`src/rtl/dicas_pkg.sv`:
```
// Shared definitions for the guess-the-password hint engine: hint encoding and FSM states.
package dicas_pkg;

  localparam logic [1:0] CMP_MENOR = 2'b00;
  localparam logic [1:0] CMP_MAIOR = 2'b01;
  localparam logic [1:0] CMP_IGUAL = 2'b10;
  localparam logic [1:0] CMP_NONE  = 2'b11;

  typedef enum logic [1:0] {
    IDLE = 2'd0,
    PLAY = 2'd1,
    WON  = 2'd2,
    LOST = 2'd3
  } estado_t;

endpackage

```
`src/rtl/dicas_jogo_if.sv`:
```
// Bus between the switch/key input logic, the hint engine and the 7-segment decoders.
interface dicas_jogo_if #(
   parameter int NUM_SECRETS = 2,
   parameter int WIDTH       = 4,
   parameter int MAX_TRIES   = 7
);
   import dicas_pkg::*;

   localparam int IDX_W = (NUM_SECRETS > 1) ? $clog2(NUM_SECRETS) : 1;
   localparam int TRY_W = $clog2(MAX_TRIES + 1);

   // Pulse protocol, no back-pressure: load and guess_valid are single-cycle strobes that
   // are always accepted (load wins when both are high); hint_valid is a single-cycle strobe
   // one cycle after an accepted guess, and comp holds its value between strobes.
   logic                         load;
   logic [NUM_SECRETS*WIDTH-1:0] secret_in;
   logic                         guess_valid;
   logic [WIDTH-1:0]             guess;
   logic                         paridade;
   logic [1:0]                   comp;
   logic                         hint_valid;
   logic [IDX_W-1:0]             idx;
   logic [TRY_W-1:0]             tries_left;
   logic                         won;
   logic                         lost;
   estado_t                      dbgEstado;

   modport master (
      output load, secret_in, guess_valid, guess,
      input  paridade, comp, hint_valid, idx, tries_left, won, lost, dbgEstado
   );

   modport slave (
      input  load, secret_in, guess_valid, guess,
      output paridade, comp, hint_valid, idx, tries_left, won, lost, dbgEstado
   );

endinterface

```
`src/rtl/dicas_jogo_comparador.sv`:
```
// Unsigned magnitude compare of a guess (a) against a secret (b), encoded as a hint code.
module comparador_dicas #(
   parameter int WIDTH = 4
) (
   input  logic [WIDTH-1:0] a,
   input  logic [WIDTH-1:0] b,
   output logic [1:0]       code
);
   import dicas_pkg::*;

   always_comb begin
      code = CMP_IGUAL;
      if (a < b)      code = CMP_MENOR;
      else if (a > b) code = CMP_MAIOR;
   end

endmodule

```
`src/rtl/dicas_jogo.sv`:
```
// Sequential hint engine: walks the latched secrets in order, scores guesses, counts tries.
module dicas_jogo #(
   parameter int NUM_SECRETS = 2,
   parameter int WIDTH       = 4,
   parameter int MAX_TRIES   = 7
) (
   input logic         clk,
   input logic         rst_n,
   dicas_jogo_if.slave bus
);
   import dicas_pkg::*;

   localparam int IDX_W = (NUM_SECRETS > 1) ? $clog2(NUM_SECRETS) : 1;
   localparam int TRY_W = $clog2(MAX_TRIES + 1);

   logic [WIDTH-1:0] secrets [NUM_SECRETS];
   logic [WIDTH-1:0] secretAtual;
   logic [1:0]       cmpCode;

   estado_t          estado, estadoNext;
   logic [1:0]       comp, compNext;
   logic             hintValid, hintNext;
   logic [IDX_W-1:0] idx, idxNext;
   logic [TRY_W-1:0] tries, triesNext;
   logic             paridade, parNext;

   always_ff @(posedge clk or negedge rst_n) begin
      if (!rst_n) begin
         for (int k = 0; k < NUM_SECRETS; k++) secrets[k] <= '0;
      end else if (bus.load) begin
         for (int k = 0; k < NUM_SECRETS; k++) secrets[k] <= bus.secret_in[k*WIDTH +: WIDTH];
      end
   end

   assign secretAtual = secrets[idx];

   comparador_dicas #(.WIDTH(WIDTH)) u_comparador (
      .a    (bus.guess),
      .b    (secretAtual),
      .code (cmpCode)
   );

   always_ff @(posedge clk or negedge rst_n) begin
      if (!rst_n) begin
         estado    <= IDLE;
         comp      <= CMP_NONE;
         hintValid <= 1'b0;
         idx       <= '0;
         tries     <= TRY_W'(MAX_TRIES);
         paridade  <= 1'b0;
      end else begin
         estado    <= estadoNext;
         comp      <= compNext;
         hintValid <= hintNext;
         idx       <= idxNext;
         tries     <= triesNext;
         paridade  <= parNext;
      end
   end

   // A guess coinciding with load is dropped: load starts a fresh game.
   always_comb begin
      estadoNext = estado;
      compNext   = comp;
      hintNext   = 1'b0;
      idxNext    = idx;
      triesNext  = tries;
      parNext    = paridade;
      if (bus.load) begin
         estadoNext = PLAY;
         compNext   = CMP_NONE;
         idxNext    = '0;
         triesNext  = TRY_W'(MAX_TRIES);
         parNext    = ^bus.secret_in;
      end else if (estado == PLAY && bus.guess_valid) begin
         hintNext = 1'b1;
         compNext = cmpCode;
         if (cmpCode == CMP_IGUAL) begin
            if (idx == IDX_W'(NUM_SECRETS - 1)) estadoNext = WON;
            else                                 idxNext    = idx + IDX_W'(1);
         end else begin
            triesNext = tries - TRY_W'(1);
            if (tries == TRY_W'(1)) estadoNext = LOST;
         end
      end
   end

   assign bus.paridade   = paridade;
   assign bus.comp       = comp;
   assign bus.hint_valid = hintValid;
   assign bus.idx        = idx;
   assign bus.tries_left = tries;
   assign bus.won        = (estado == WON);
   assign bus.lost       = (estado == LOST);
   assign bus.dbgEstado  = estado;

endmodule

```
`src/flat_wrapper.sv`:
```
// flat-port wrapper written by rule: the top's interface ports become plain ports
module dicas_jogo_flat import dicas_pkg::*;
#(
   parameter int NUM_SECRETS = 2,
   parameter int WIDTH       = 4,
   parameter int MAX_TRIES   = 7
)
  (clk, rst_n, bus_load, bus_secret_in, bus_guess_valid, bus_guess, bus_paridade, bus_comp, bus_hint_valid, bus_idx, bus_tries_left, bus_won, bus_lost, bus_dbgEstado);
  dicas_jogo_if #(.NUM_SECRETS(NUM_SECRETS), .WIDTH(WIDTH), .MAX_TRIES(MAX_TRIES)) bus_i ();
  input logic clk;
  input logic rst_n;
  input wire logic [$bits(bus_i.load)-1:0] bus_load;
  input wire logic [$bits(bus_i.secret_in)-1:0] bus_secret_in;
  input wire logic [$bits(bus_i.guess_valid)-1:0] bus_guess_valid;
  input wire logic [$bits(bus_i.guess)-1:0] bus_guess;
  output wire logic [$bits(bus_i.paridade)-1:0] bus_paridade;
  output wire logic [$bits(bus_i.comp)-1:0] bus_comp;
  output wire logic [$bits(bus_i.hint_valid)-1:0] bus_hint_valid;
  output wire logic [$bits(bus_i.idx)-1:0] bus_idx;
  output wire logic [$bits(bus_i.tries_left)-1:0] bus_tries_left;
  output wire logic [$bits(bus_i.won)-1:0] bus_won;
  output wire logic [$bits(bus_i.lost)-1:0] bus_lost;
  output wire logic [$bits(bus_i.dbgEstado)-1:0] bus_dbgEstado;
  assign bus_i.load = bus_load;
  assign bus_i.secret_in = bus_secret_in;
  assign bus_i.guess_valid = bus_guess_valid;
  assign bus_i.guess = bus_guess;
  assign bus_paridade = bus_i.paridade;
  assign bus_comp = bus_i.comp;
  assign bus_hint_valid = bus_i.hint_valid;
  assign bus_idx = bus_i.idx;
  assign bus_tries_left = bus_i.tries_left;
  assign bus_won = bus_i.won;
  assign bus_lost = bus_i.lost;
  assign bus_dbgEstado = bus_i.dbgEstado;
  dicas_jogo #(.NUM_SECRETS(NUM_SECRETS), .WIDTH(WIDTH), .MAX_TRIES(MAX_TRIES)) u_core (.clk(clk), .rst_n(rst_n), .bus(bus_i));
endmodule
```
`config.mk`:
```
export PLATFORM = sky130hd
export DESIGN_NAME = dicas_jogo_flat
export DESIGN_NICKNAME = d
export VERILOG_FILES = /design/src/rtl/dicas_pkg.sv /design/src/rtl/dicas_jogo_if.sv /design/src/rtl/dicas_jogo_comparador.sv /design/src/rtl/dicas_jogo.sv /design/src/flat_wrapper.sv
export SDC_FILE = /design/constraint.sdc
export NUM_CORES = 1
export LEC_CHECK = 0
export CAP_MARGIN = 20
export CORE_MARGIN = 2
export CORE_UTILIZATION = 50
export CTS_BUF_LIST = sky130_fd_sc_hd__clkbuf_8 sky130_fd_sc_hd__clkbuf_16
export DETAILED_ROUTE_END_ITERATION = 6
export PLACE_DENSITY = 0.82
export SLEW_MARGIN = 0
export SYNTH_ARGS = -nofsm -noshare
export SYNTH_HDL_FRONTEND = slang
export SYNTH_HIERARCHICAL = 1
export SYNTH_SLANG_ARGS = --single-unit
export TNS_END_PERCENT = 10
```
`constraint.sdc`:
```
create_clock -name clk -period 5.55 [get_ports clk]
set_clock_uncertainty 0.1 [all_clocks]
set_input_delay 1.11 -clock clk [delete_from_list [all_inputs] [get_ports clk]]
set_output_delay 1.11 -clock clk [all_outputs]
set_load 0.05 [all_outputs]
```
==> results of run 1 <==
final cells by class:
type                       instances  area, µm²  area share
multi-input combinational         64        504       0.376
sequential                        18        457       0.340
timing repair buffer              27        270       0.201
clock buffer                       4       55.1      0.0410
tap                               27       33.8      0.0252
inverter                           6       22.5      0.0168
worst register-to-register path, delay by kind of cell, from the launching register on:
family	cells	cell delay [ns]
compound gates	3	0.62
fa+ha+maj	1	0.23
buf+inv	1	0.05
flops	1	0.51
mux	1	0.38
simple gates	3	0.44
placed cells by master, fill, tap and decap left out, types with 2 or more instances in the layout:
master and instances:
nand2_1 4, nand3b_1 4, nor2b_1 2, xnor2_1 8, dfstp_2 5, o21ai_0 2
clkdlybuf4s50_1 27, dfrtp_1 13, ha_1 6, mux2_2 12, inv_1 6, nor2_1 4
nand2b_1 6, clkbuf_8 4, a21oi_1 5
layer usage:
layer | track usage | vias up | wire length (µm) | part of all wire
li1 | - | 360 | - | -
met1 | 0.191 | 353 | 799 | 0.42
met2 | 0.333 | 18 | 994 | 0.53
met3 | 0.0491 | 2 | 82 | 0.043
met4 | 0.0762 | 0 | 11 | 0.0058
met5 | 0 | - | 0 | 0
power groups by stage:
stage	Combinational (mW)	Clock, mW	Sequential [mW]
finish	0.107	0.107	0.153
global route	0.114	0.115	0.155
floorplan	0.0480	0	0.179
detailed placement	0.106	0	0.156
CTS	0.107	0.110	0.153
global placement	0.104	0	0.155
sequential cells by signal (all words and copies together), names as in the netlist:
name                   flops
u_core/secrets             8
u_core/bus.tries_left      3
u_core/bus.hint_valid      1
u_core/bus.comp            2
u_core/bus.idx             1
u_core/bus.dbgEstado       2
u_core/bus.paridade        1
cells by family after synthesis:
logic type	synth area share
AND/OR/NAND/NOR	0.158
flip-flops	0.455
multiplexers	0.135
AO/OA/AOI/OAI	0.0561
XOR/XNOR	0.0786
buffers and inverters	0.0424
adder cells (fa/ha/maj)	0.0748
final timing paths:
kind | start | to | depth (start not counted)
worst max-delay path | bus_guess[0] | u_core/bus.tries_left[1]$_DFFE_PN1P_ | 9
worst min-delay path | u_core/bus.comp[0]$_DFFE_PN1P_ | u_core/bus.comp[0]$_DFFE_PN1P_ | 2
worst max register to register | u_core/bus.idx$_DFFE_PN0P_ | u_core/bus.tries_left[1]$_DFFE_PN1P_ | 9
worst min register to register | u_core/bus.comp[0]$_DFFE_PN1P_ | u_core/bus.comp[0]$_DFFE_PN1P_ | 2
max in group asynchronous | rst_n | u_core/secrets[5]$_DFFE_PN0P_ | 1
min in group asynchronous | rst_n | u_core/secrets[7]$_DFFE_PN0P_ | 1
stage by stage:
stage | setup slack (ns) | instances | hold WS (ns) | instance area (µm²) | power (mW)
finish | 2.68 | 146 | 0.393 | 1340 | 0.366
global route | 2.63 | 146 | 0.428 | 1340 | 0.384
CTS | 2.69 | 146 | 0.395 | 1340 | 0.371
detailed placement | 2.48 | 142 | 0.385 | 1290 | 0.262
global placement | 2.54 | 142 | 0.378 | 1290 | 0.259
floorplan | 2.91 | 91 | 0.375 | 1000 | 0.227
==> reports/metrics.cfg, run 1 <==
[critical_path]
endpoint_kind=flip-flop
cp.required_ns=5.63
slowest_delay_ns=0.45
crit_fanout=4
worstSetupPathType=in2reg
crit_chain=clkdlybuf4s50_1, inv_1, ha_1, nand4_1, o21ai_1, a21oi_1, nand2b_1, nand2_4, a211o_1
r2r_slack_ns=3.13
start_kind=input pin
cp.arrival_ns=2.95
path_buf_inv=2
crit_family=compound AO/OA/AOI/OAI gates
critPathSlowestCell=clkdlybuf4s50_1

[clock_network]
cts_tree=built
cts-root-buf=clkbuf_8
clk_path_buf_depth=2
cts_resized=0
clock_latency_ns=0.25
cts_buffers=3
post-cts-setup-buffers=0
cts_sinks=18
cts_max_level=1
cts_hold_buf=0
clkTransAtPathRegs_ns=0.07

[placed_design]
globalplace.congestion=0.738
dp.final_hpwl_um=1380
io_buffer_count=27

[finish]
nets=142
drive_gt1_frac=0.193
n_antenna_cell=0
syn2layout_area_growth_pct=33.8
final_core_util=0.699
fillerInstances=162

[yosys]
synth_warnings=6
synthDistinctLibCells=27
ys_seq_area_frac=0.455
synth_top_area_frac=0.324
synthTopCellsByCount=dfrtp_1, mux2_2, xnor2_1
synthFlopType=dfrtp_1
synth_top_cell_by_area=dfrtp_1
netlist_top_cells_area=dfrtp_1, mux2_2, dfstp_2, ha_1, xnor2_1
synth-seq-cells=18
synth_enable_flop_cells=0
async_reset_ff_frac=1.00
synth_area_um2=1000
yosysMostFrequentCell=dfrtp_1
synthCells=91
syn-num-nets=113
avgSynthCellArea_um2=11.0

[timing]
timing.fmax_mhz=349
finalSetupViolCount=0
slew_viol_final=0
maxSlewHeadroom=0.454
rsz0062_at_grt=no
finalHoldViolations=0
period_share=0.517
worst_slew_pin_slew_ns=0.817
finalCriticalPeriod_ns=2.87
finalSetupTns_ns=0

[pwr]
p_comb_frac=0.291
p_seq_frac=0.418
pwr_density_cell_nw_per_um2=273
power.share.clock=0.291
p_switching_mw=0.109
vdd_ir_drop_max_mv=0.153
intPower_mw=0.258
swShare=0.296
p_leak_nw=0.564

[outcome]
status=completed

[floorplan]
die-area_um2=2380
die_y_um=48.8
ios=28
initial_core_util=0.522
coreArea_um2=1920
die_x_um=48.8
fp-row-count=16

[detailed_routing]
drt_pre_antenna_iters=4
drc_errors=0
wl_per_cell_um=12.9
drt-total-wl_um=1890
drtAntennaViolNets=0
vias_per_cell=5.02
vias=733
drt_iter0_drc=7

[global_route]
grt_pass1_vias=799
grt_pass1_wl_um=3320
overflow=0
antenna_found_initial=0
grt_max_degree=20
grtUsageTotal=0.180

[run]
maxCapViolations=0

[min_path]
hold_class=reg2reg

Note: power is estimated with default switching activity, not from simulation.
==> run 2, diff against run 1 <==
Settings changed: CORE_UTILIZATION 50 to 46, PLACE_DENSITY 0.82 to 0.76.
Clock period 5.55 ns to 3 ns, I/O delays scaled along.
==> run 2 against run 1 <==
Critical path depth up 1. Largest cell class unchanged. Largest power group unchanged. Power rose by 83%. Register-to-register slack got worse by 2.4 ns. Critical endpoint unchanged.
==> reports/metrics.cfg, run 2 (synthesis gave the netlist of run 1 again) <==
[outcome]
status=completed

[floorplan]
initial_core_util=0.501  ; -0.0209
die_y_um=50.7  ; +3.9%
die_x_um=50.7  ; +3.9%
coreArea_um2=2000  ; +4.2%
fp-row-count=16  ; unchanged
ios=28  ; unchanged
die-area_um2=2570  ; +8.0%

[placed_design]
dp.final_hpwl_um=1350  ; -1.8%
globalplace.congestion=0.734  ; -0.47%
io_buffer_count=27  ; unchanged
dpl-instance-area_um2=1290  ; unchanged

[finish]
layout_common_cells=clkdlybuf4s50_1, dfrtp_1, mux2_2, xnor2_1
drive_gt1_frac=0.193  ; unchanged
n_antenna_cell=0  ; unchanged
fin_area_um2=1340  ; unchanged
fillerInstances=166  ; +2.5%
syn2layout_area_growth_pct=33.8  ; unchanged
final_common_cell=clkdlybuf4s50_1
largest_reg_flops=8  ; unchanged
largest_register=u_core/secrets
nets=142  ; unchanged

[min_path]
hold_class=reg2reg
hold_path_depth=2  ; unchanged
hp-start=u_core/bus.comp[1]$_DFFE_PN1P_

[clock_network]
post-cts-setup-buffers=0  ; unchanged
cts_max_level=1  ; unchanged
cts_hold_buf=0  ; unchanged
clock_latency_ns=0.24  ; about the same
clk_path_buf_depth=2  ; unchanged
clkTransAtPathRegs_ns=0.07  ; about the same
cts_sinks=18  ; unchanged
cts_resized=0  ; unchanged
cts-root-buf=clkbuf_8
cts_buffers=3  ; unchanged
cts_tree=built

[timing]
slew_viol_final=0  ; unchanged
finalSetupTns_ns=0  ; unchanged
timing.fmax_mhz=431
finalSetupViolCount=0  ; unchanged
finalCriticalPeriod_ns=2.32
rsz0062_at_grt=no
worst_slew_pin_slew_ns=0.811  ; -0.00656 ns
maxSlewHeadroom=0.458  ; +0.00439
finalHoldViolations=0  ; unchanged
period_share=0.773

[critical_path]
r2r_cells=10  ; +1
worstSetupPathType=reg2reg
cp.arrival_ns=2.39  ; -0.56 ns
crit_cells=10  ; +1
cp.required_ns=3.08  ; -2.55 ns
critPathSlowestCell=dfrtp_1
start_kind=flip-flop
crit_start=u_core/bus.idx$_DFFE_PN0P_
crit_chain=mux2_2, inv_1, ha_1, o21a_1, o21ai_1, a21oi_1, nand2b_1, nand2_4, nor2_2, a211o_1
endpoint_kind=flip-flop
crit_family=compound AO/OA/AOI/OAI gates
path_buf_inv=1  ; -1
crit_fanout=7  ; +3
r2r_start=u_core/bus.idx$_DFFE_PN0P_
slowest_delay_ns=0.50  ; +0.05 ns

[pwr]
vdd_ir_drop_max_mv=0.390  ; +160%
p_total_mw=0.671  ; +83%
p_leak_nw=0.564  ; unchanged
pwr_density_cell_nw_per_um2=500  ; +83%

[detailed_routing]
drt_pre_antenna_iters=4  ; unchanged
wl_per_cell_um=11.9  ; -8.2%
vias_per_cell=4.95  ; -1.5%
route.met2.wl_um=885  ; -11%
drtAntennaViolNets=0  ; unchanged
drt_iter0_drc=8  ; +1
drc_errors=0  ; unchanged
topRoutingLayerUsed=met3
drt-total-wl_um=1730  ; -8.2%
drt-met1-wl_um=767  ; -4.0%
dr_wl_met3_um=80  ; -2.4%
vias=722  ; -1.5%

[global_route]
overflow=0  ; unchanged
grtUsageTotal=0.156  ; -0.0244
grt_pass1_vias=744  ; -6.9%
antenna_found_initial=0  ; unchanged
grt_max_degree=20  ; unchanged
grt_pass1_wl_um=3080  ; -7.1%

[run]
maxCapViolations=0  ; unchanged

[run 2: cell counts in the layout (fill, tap and decap cells not counted)]
No cell type changed its count.
[run 2: metrics by stage]
stage | worst slack, ns | utilization | instances | hold slack, ns
3_5_place_dp | 0.456 | 0.643 | 142 | 0.383
2_1_floorplan | 0.542 | - | 91 | 0.204
3_3_place_gp | 0.501 | 0.643 | 142 | 0.379
5_1_grt | 0.535 | 0.671 | 146 | 0.426
6_report | 0.682 | 0.671 | 146 | 0.390
4_1_cts | 0.685 | 0.671 | 146 | 0.394
[run 2: cell type report]
class | count | area [µm²] | area share
Clock buffer | 4 | 55.1 | 0.0410
Tap cell | 27 | 33.8 | 0.0252
Multi-Input combinational cell | 64 | 504 | 0.376
Inverter | 6 | 22.5 | 0.0168
Sequential cell | 18 | 457 | 0.340
Timing Repair Buffer | 27 | 270 | 0.201
[run 2: worst min-delay path: cells and delay by family, from the launching register on]
| kind | cells | cell delay (ns) |
|---|---|---|
| flip-flops | 1 | 0.37 |
| AND/OR/NAND/NOR | 2 | 0.12 |
[run 2: path summary, 6_finish.rpt]
kind	slack, ns	end
worst max-delay path	0.68	u_core/bus.tries_left[1]$_DFFE_PN1P_
worst min-delay path	0.39	u_core/bus.comp[1]$_DFFE_PN1P_
worst max register to register	0.68	u_core/bus.tries_left[1]$_DFFE_PN1P_
worst min register to register	0.39	u_core/bus.comp[1]$_DFFE_PN1P_
max in group asynchronous	1.58	u_core/bus.dbgEstado[1]$_DFFE_PN0P_
min in group asynchronous	0.72	u_core/bus.hint_valid$_DFF_PN0_
[run 2: per-layer routing]
| layer | GRT usage | vias up |
|---|---|---|
| li1 | - | 359 |
| met1 | 0.183 | 343 |
| met2 | 0.294 | 20 |
| met3 | 0.0387 | 0 |
| met4 | 0.0135 | 0 |
| met5 | 0 | - |
[run 2: report_power, final]
| group | switching [mW] | internal [mW] |
|---|---|---|
| Combinational | 0.104 | 0.0902 |
| Sequential | 0.0132 | 0.271 |
| Clock | 0.0762 | 0.116 |
==> RTL change 1, RTL diff (flow settings as in run 2) <==
`MAX_TRIES` is set to 7 in 3 places; all go to 6.
--- a/src/rtl/dicas_jogo_if.sv
+++ b/src/rtl/dicas_jogo_if.sv
@@ -4,3 +4,3 @@
    parameter int WIDTH       = 4,
-   parameter int MAX_TRIES   = 7
+   parameter int MAX_TRIES   = 6
 );
--- a/src/rtl/dicas_jogo.sv
+++ b/src/rtl/dicas_jogo.sv
@@ -4,3 +4,3 @@
    parameter int WIDTH       = 4,
-   parameter int MAX_TRIES   = 7
+   parameter int MAX_TRIES   = 6
 ) (
--- a/src/flat_wrapper.sv
+++ b/src/flat_wrapper.sv
@@ -5,3 +5,3 @@
    parameter int WIDTH       = 4,
-   parameter int MAX_TRIES   = 7
+   parameter int MAX_TRIES   = 6
 )
Check against the original RTL: not equivalent (Yosys sat finds a counterexample within 4 cycles, from zero or initial values and one cycle with rst_n low).
==> RTL change 1 against run 2 <==
Via count is 0.97% higher; cell count unchanged; clock power rose by 4%; total power is 2.4% higher; critical path depth fell by 1; non-clock buffer count did not move; wire length grew 1.3%; final area fell by 0.28%; area after synthesis is 0.37% lower; sequential cell count unchanged; worst setup slack lost 0.0015 ns; largest cell class unchanged; largest power group unchanged; highest routed layer is now met4.
==> RTL change 1: results (changes against run 2) <==
* Outcome: completed (unchanged)
* Synth top area share at 0.350 (was 0.324)
* Worst EP arrival at 2.41 ns (was 2.39 ns)
* P_leak at 0.560 nW (was 0.564 nW)
* Critical path's largest stage delay at 0.50 ns (about the same)
* Fraction of the yosys area taken by sequential cells at 0.456 (was 0.455)
* Total CTS buffers at 3 (unchanged)
* Number of buffers inserted by port buffering at 27 (unchanged)
* Number of antenna violations at the first check in global routing at 0 (unchanged)
* Number of antenna cells inserted at 0 (unchanged)
* Clk buf depth at 2 (unchanged)
* Filler cell count in the final layout at 179 (was 166)
* Net Count, Synth at 113 (unchanged)
* Routed via count divided by cell count at 4.99 (was 4.95)
* First DRT Iteration DRCs at 2 (was 8)
* Total iterations of the first detailed-routing run at 4 (unchanged)
* Synthesis warning total at 6 (unchanged)
* Post-CTS setup buffers at 0 (unchanged)
* Cell area reported after detailed placement at 0.00128 mm² (was 0.00129 mm²)
* RePlAce Congestion at 0.753 (was 0.734)
* HPWL Detailed at 1330 µm (was 1350 µm)
* Slowest library cell on the worst path: dfrtp_1 (unchanged)
* Register ranked first by flip-flop count: u_core/secrets (unchanged)
* Max reg flops at 8 (unchanged)
* Type of the most critical hold path: reg -> reg (unchanged)
* Cell types with the highest counts after synthesis: dfrtp_1 (14), mux2_2 (12), xnor2_1 (8) (was dfrtp_1 (13), mux2_2 (12), xnor2_1 (8))
* Primary flip-flop cell chosen by synthesis mapping: dfrtp_1 (unchanged)
* GRT Overall Usage at 0.167 (was 0.156)
* Reg clk slew, reported paths at 0.07 ns (about the same)
* Share of cells above drive strength 1 at 0.185 (was 0.193)
* Clk Latency, worst-skew pair at between 0.2 and 0.3 ns
* Drt total wl at 1760 µm (was 1730 µm)
* Number of global-route vias before repair at 742 (was 744)
* Largest net degree at the start of global routing at 20 (unchanged)
* Placement Setup Slack at 0.458 ns (was 0.456 ns)
* Library cells used by synthesis at 27 (unchanged)
* Cell Count Post-Placement at 142 (unchanged)
* Slew of the pin with the lowest slew margin at 0.808 ns (was 0.811 ns)
* First-pass GRT wire length at 3130 µm (was 3080 µm)
* Detailed-route via count at 729 (was 722)
* Top post-synthesis cells by area: dfrtp_1 (35%), mux2_2 (14%), dfstp_2 (11%) (was dfrtp_1 (32%), mux2_2 (13%), dfstp_2 (13%))
* Asr flop ratio synth at 1.00 (unchanged)
* Highest ir drop seen on vdd at 0.000300 V (was 0.000390 V)
* Number of instances in the synthesized netlist at 91 (unchanged)
## RTL change 1: cell families (layout without fill, tap and decap cells)
| family | Yosys count | after routing | share of synthesized area |
|---|---|---|---|
| AO/OA/AOI/OAI | 10 | 10 | 0.0563 |
| XOR/XNOR | 9 | 9 | 0.0789 |
| adder cells (fa/ha/maj) | 6 | 6 | 0.0751 |
| buffers and inverters | 9 | 37 | 0.0425 |
| flip-flops | 18 | 18 | 0.456 |
| multiplexers | 12 | 12 | 0.135 |
| AND/OR/NAND/NOR | 27 | 27 | 0.156 |
## RTL change 1: per-layer routing
metal  track usage  vias up  routed length, µm
li1              -      363                  -
met1         0.177      342                773
met2         0.309       20                881
met3        0.0268        4                 73
met4        0.0946        0                 26
met5             0        -                  0
## RTL change 1: where the power goes
group | internal [mW] | switching (mW) | total (mW)
Combinational | 0.0922 | 0.109 | 0.201
Clock | 0.117 | 0.0847 | 0.201
Sequential | 0.271 | 0.0138 | 0.284
Total | 0.480 | 0.207 | 0.687
## RTL change 1: metrics by stage
| step | utilization | hold WS, ns |
|---|---|---|
| global placement | 0.641 | 0.379 |
| CTS | 0.669 | 0.395 |
| global route | 0.669 | 0.425 |
| floorplan | - | 0.204 |
| detailed placement | 0.641 | 0.381 |
| finish | 0.669 | 0.391 |
## RTL change 1: final timing paths
| check | end | start | slack (ns) | cells after the start |
|---|---|---|---|---|
| max | u_core/bus.tries_left[1]$_DFFE_PN1P_ | u_core/bus.idx$_DFFE_PN0P_ | 0.68 | 9 |
| min | u_core/bus.comp[0]$_DFFE_PN1P_ | u_core/bus.comp[0]$_DFFE_PN1P_ | 0.39 | 2 |
| max reg2reg | u_core/bus.tries_left[1]$_DFFE_PN1P_ | u_core/bus.idx$_DFFE_PN0P_ | 0.68 | 9 |
| min reg2reg | u_core/bus.comp[0]$_DFFE_PN1P_ | u_core/bus.comp[0]$_DFFE_PN1P_ | 0.39 | 2 |
| max in group asynchronous | u_core/bus.tries_left[0]$_DFFE_PN0P_ | rst_n | 1.59 | 1 |
| min in group asynchronous | u_core/bus.dbgEstado[0]$_DFFE_PN0P_ | rst_n | 0.71 | 1 |
## RTL change 1: final cells by class
class / instances / area share
Inverter: 6 / 0.0168
Tap cell: 27 / 0.0252
Sequential cell: 18 / 0.340
Timing Repair Buffer: 27 / 0.202
Multi-Input combinational cell: 64 / 0.375
Clock buffer: 4 / 0.0411
## RTL change 1: worst max-delay path: cells and delay by family (launching register included)
kind / cells / cell delay (ns)
compound gates: 3 / 0.57
flops: 1 / 0.50
simple gates: 3 / 0.42
mux: 1 / 0.38
fa+ha+maj: 1 / 0.23
buf+inv: 1 / 0.06
==> RTL change 2, RTL diff (settings of run 2) <==
Made on the original files. Reset style: synchronous (`rst_n`), changed in 2 clocked blocks.
--- a/src/rtl/dicas_jogo.sv
+++ b/src/rtl/dicas_jogo.sv
@@ -26,3 +26,3 @@
 
-   always_ff @(posedge clk or negedge rst_n) begin
+   always_ff @(posedge clk) begin
       if (!rst_n) begin
@@ -42,3 +42,3 @@
 
-   always_ff @(posedge clk or negedge rst_n) begin
+   always_ff @(posedge clk) begin
       if (!rst_n) begin
Formal check against the unedited RTL: differs if rst_n is asserted again (counterexample within 4 cycles, from zero or initial values and one cycle with rst_n low); with rst_n held inactive, the same outputs for 10 cycles.
==> RTL change 2 against run 2 <==
Sequential cell count is 1 higher; critical endpoint is now u_core/bus.tries_left[2]$_SDFFE_PP1P_; area after synthesis is 5.5% lower; wire length up 11%; worst setup slack worse by 0.017 ns; sequential power rose by 2%; total power is 14% lower; largest power group unchanged; first-iteration DRC count rose to 2.6 times the old value; final area is 4.5% lower.
==> RTL change 2: results (changes against run 2) <==
* Outcome: completed (unchanged)
* Met3 GRT Util at 0.0153 (was 0.0387)
* Filler cell count in the final layout at 177 (was 166)
* Cell class contributing the biggest share of worst-path delay: simple AND/OR/NAND/NOR gates (was compound AO/OA/AOI/OAI gates)
* First DRT Iteration DRCs at 21 (was 8)
* Slew margin rel. at 0.640 (was 0.458)
* Worst setup SP type: input port (was register)
* Syn Area/Cell at 10.4 µm² (was 11.0 µm²)
* Critical path's largest stage delay at 0.46 ns (was 0.50 ns)
* Placement Setup Slack at 0.476 ns (was 0.456 ns)
* RePlAce Congestion at 0.795 (was 0.734)
* Final core utilization at 0.654 (was 0.671)
* Asr flop ratio synth at 0 (was 1.00)
* Top post-synthesis cells by area: edfxtp_1 (25%), dfxtp_1 (23%), ha_1 (7.9%) (was dfrtp_1 (32%), mux2_2 (13%), dfstp_2 (13%))
* Capture endpoint of the worst hold path: u_core/bus.comp[0]$_SDFFE_PP1P_ (was u_core/bus.comp[1]$_DFFE_PN1P_)
* Xor and xnor area share after synthesis at 0.0831 (was 0.0786)
* Power of the combinational group at 0.115 mW (was 0.194 mW)
* Timing-limited maximum frequency at 428 MHz (was 431 MHz)
* Share of cells above drive strength 1 at 0.0672 (was 0.193)
* HPWL Detailed at 1440 µm (was 1350 µm)
* Slowest library cell on the worst path: clkdlybuf4s50_1 (was dfrtp_1)
* Average wire per cell in the routed design at 13.1 µm (was 11.9 µm)
* Drt total wl at 1920 µm (was 1730 µm)
* First-pass GRT wire length at 3060 µm (was 3080 µm)
* Max FO, Critical Path at 3 (was 7)
* Number of synthesized flops with an enable pin at 8 (was 0)
* Met1 GRT Util at 0.200 (was 0.183)
* Highest ir drop seen on vdd at 0.000232 V (was 0.000390 V)
* Fraction of the yosys area taken by sequential cells at 0.485 (was 0.455)
* Detailed-route via count at 716 (was 722)
* Mux contribution to synthesized area at 0.0686 (was 0.135)
* Fraction of the mapped netlist area in adder cells at 0.0792 (was 0.0748)
* Sequential cell power at 0.289 mW (was 0.284 mW)
* Switching power total at 0.146 mW (was 0.194 mW)
* Largest net degree at the start of global routing at 13 (was 20)
* Beginning of the critical path: bus_guess[0] (was u_core/bus.idx$_DFFE_PN0P_)
* Cell types with the highest counts after synthesis: dfxtp_1 (11), edfxtp_1 (8), inv_1 (8), xnor2_1 (8), and3_1 (7) (was dfrtp_1 (13), mux2_2 (12), xnor2_1 (8))
* Number of global-route vias before repair at 697 (was 744)
* Flop2flop setup slack at 0.70 ns (was 0.68 ns)
* Power per Cell Area at 450 mW/mm² (was 500 mW/mm²)
[RTL change 2: cell count changes after synthesis, moves of 4 or more]
cell | before | now
and3_1 | 0 | 7
dfrtp_1 | 13 | 0
dfstp_2 | 5 | 0
dfxtp_1 | 0 | 11
edfxtp_1 | 0 | 8
mux2_2 | 12 | 4
nand2b_1 | 6 | 2
nand3b_1 | 4 | 0
[RTL change 2: area by class of cell]
class / count / share of cell area
flip-flops and latches: 19 / 0.359
clock buffers: 3 / 0.0322
well taps: 27 / 0.0263
clock inverters: 1 / 0.00293
repair buffers: 27 / 0.211
multi-input cells: 61 / 0.345
inverters: 8 / 0.0234
[RTL change 2: routing by layer]
layer	vias up	share of wire
met5	-	0
met4	0	0.0089
met3	2	0.035
met2	18	0.47
met1	330	0.49
li1	366	-
[RTL change 2: worst min-delay path: cells and delay by family (launching register included)]
kind	cells	cell delay, ns
mux	1	0.07
simple gates	1	0.06
flops	1	0.34
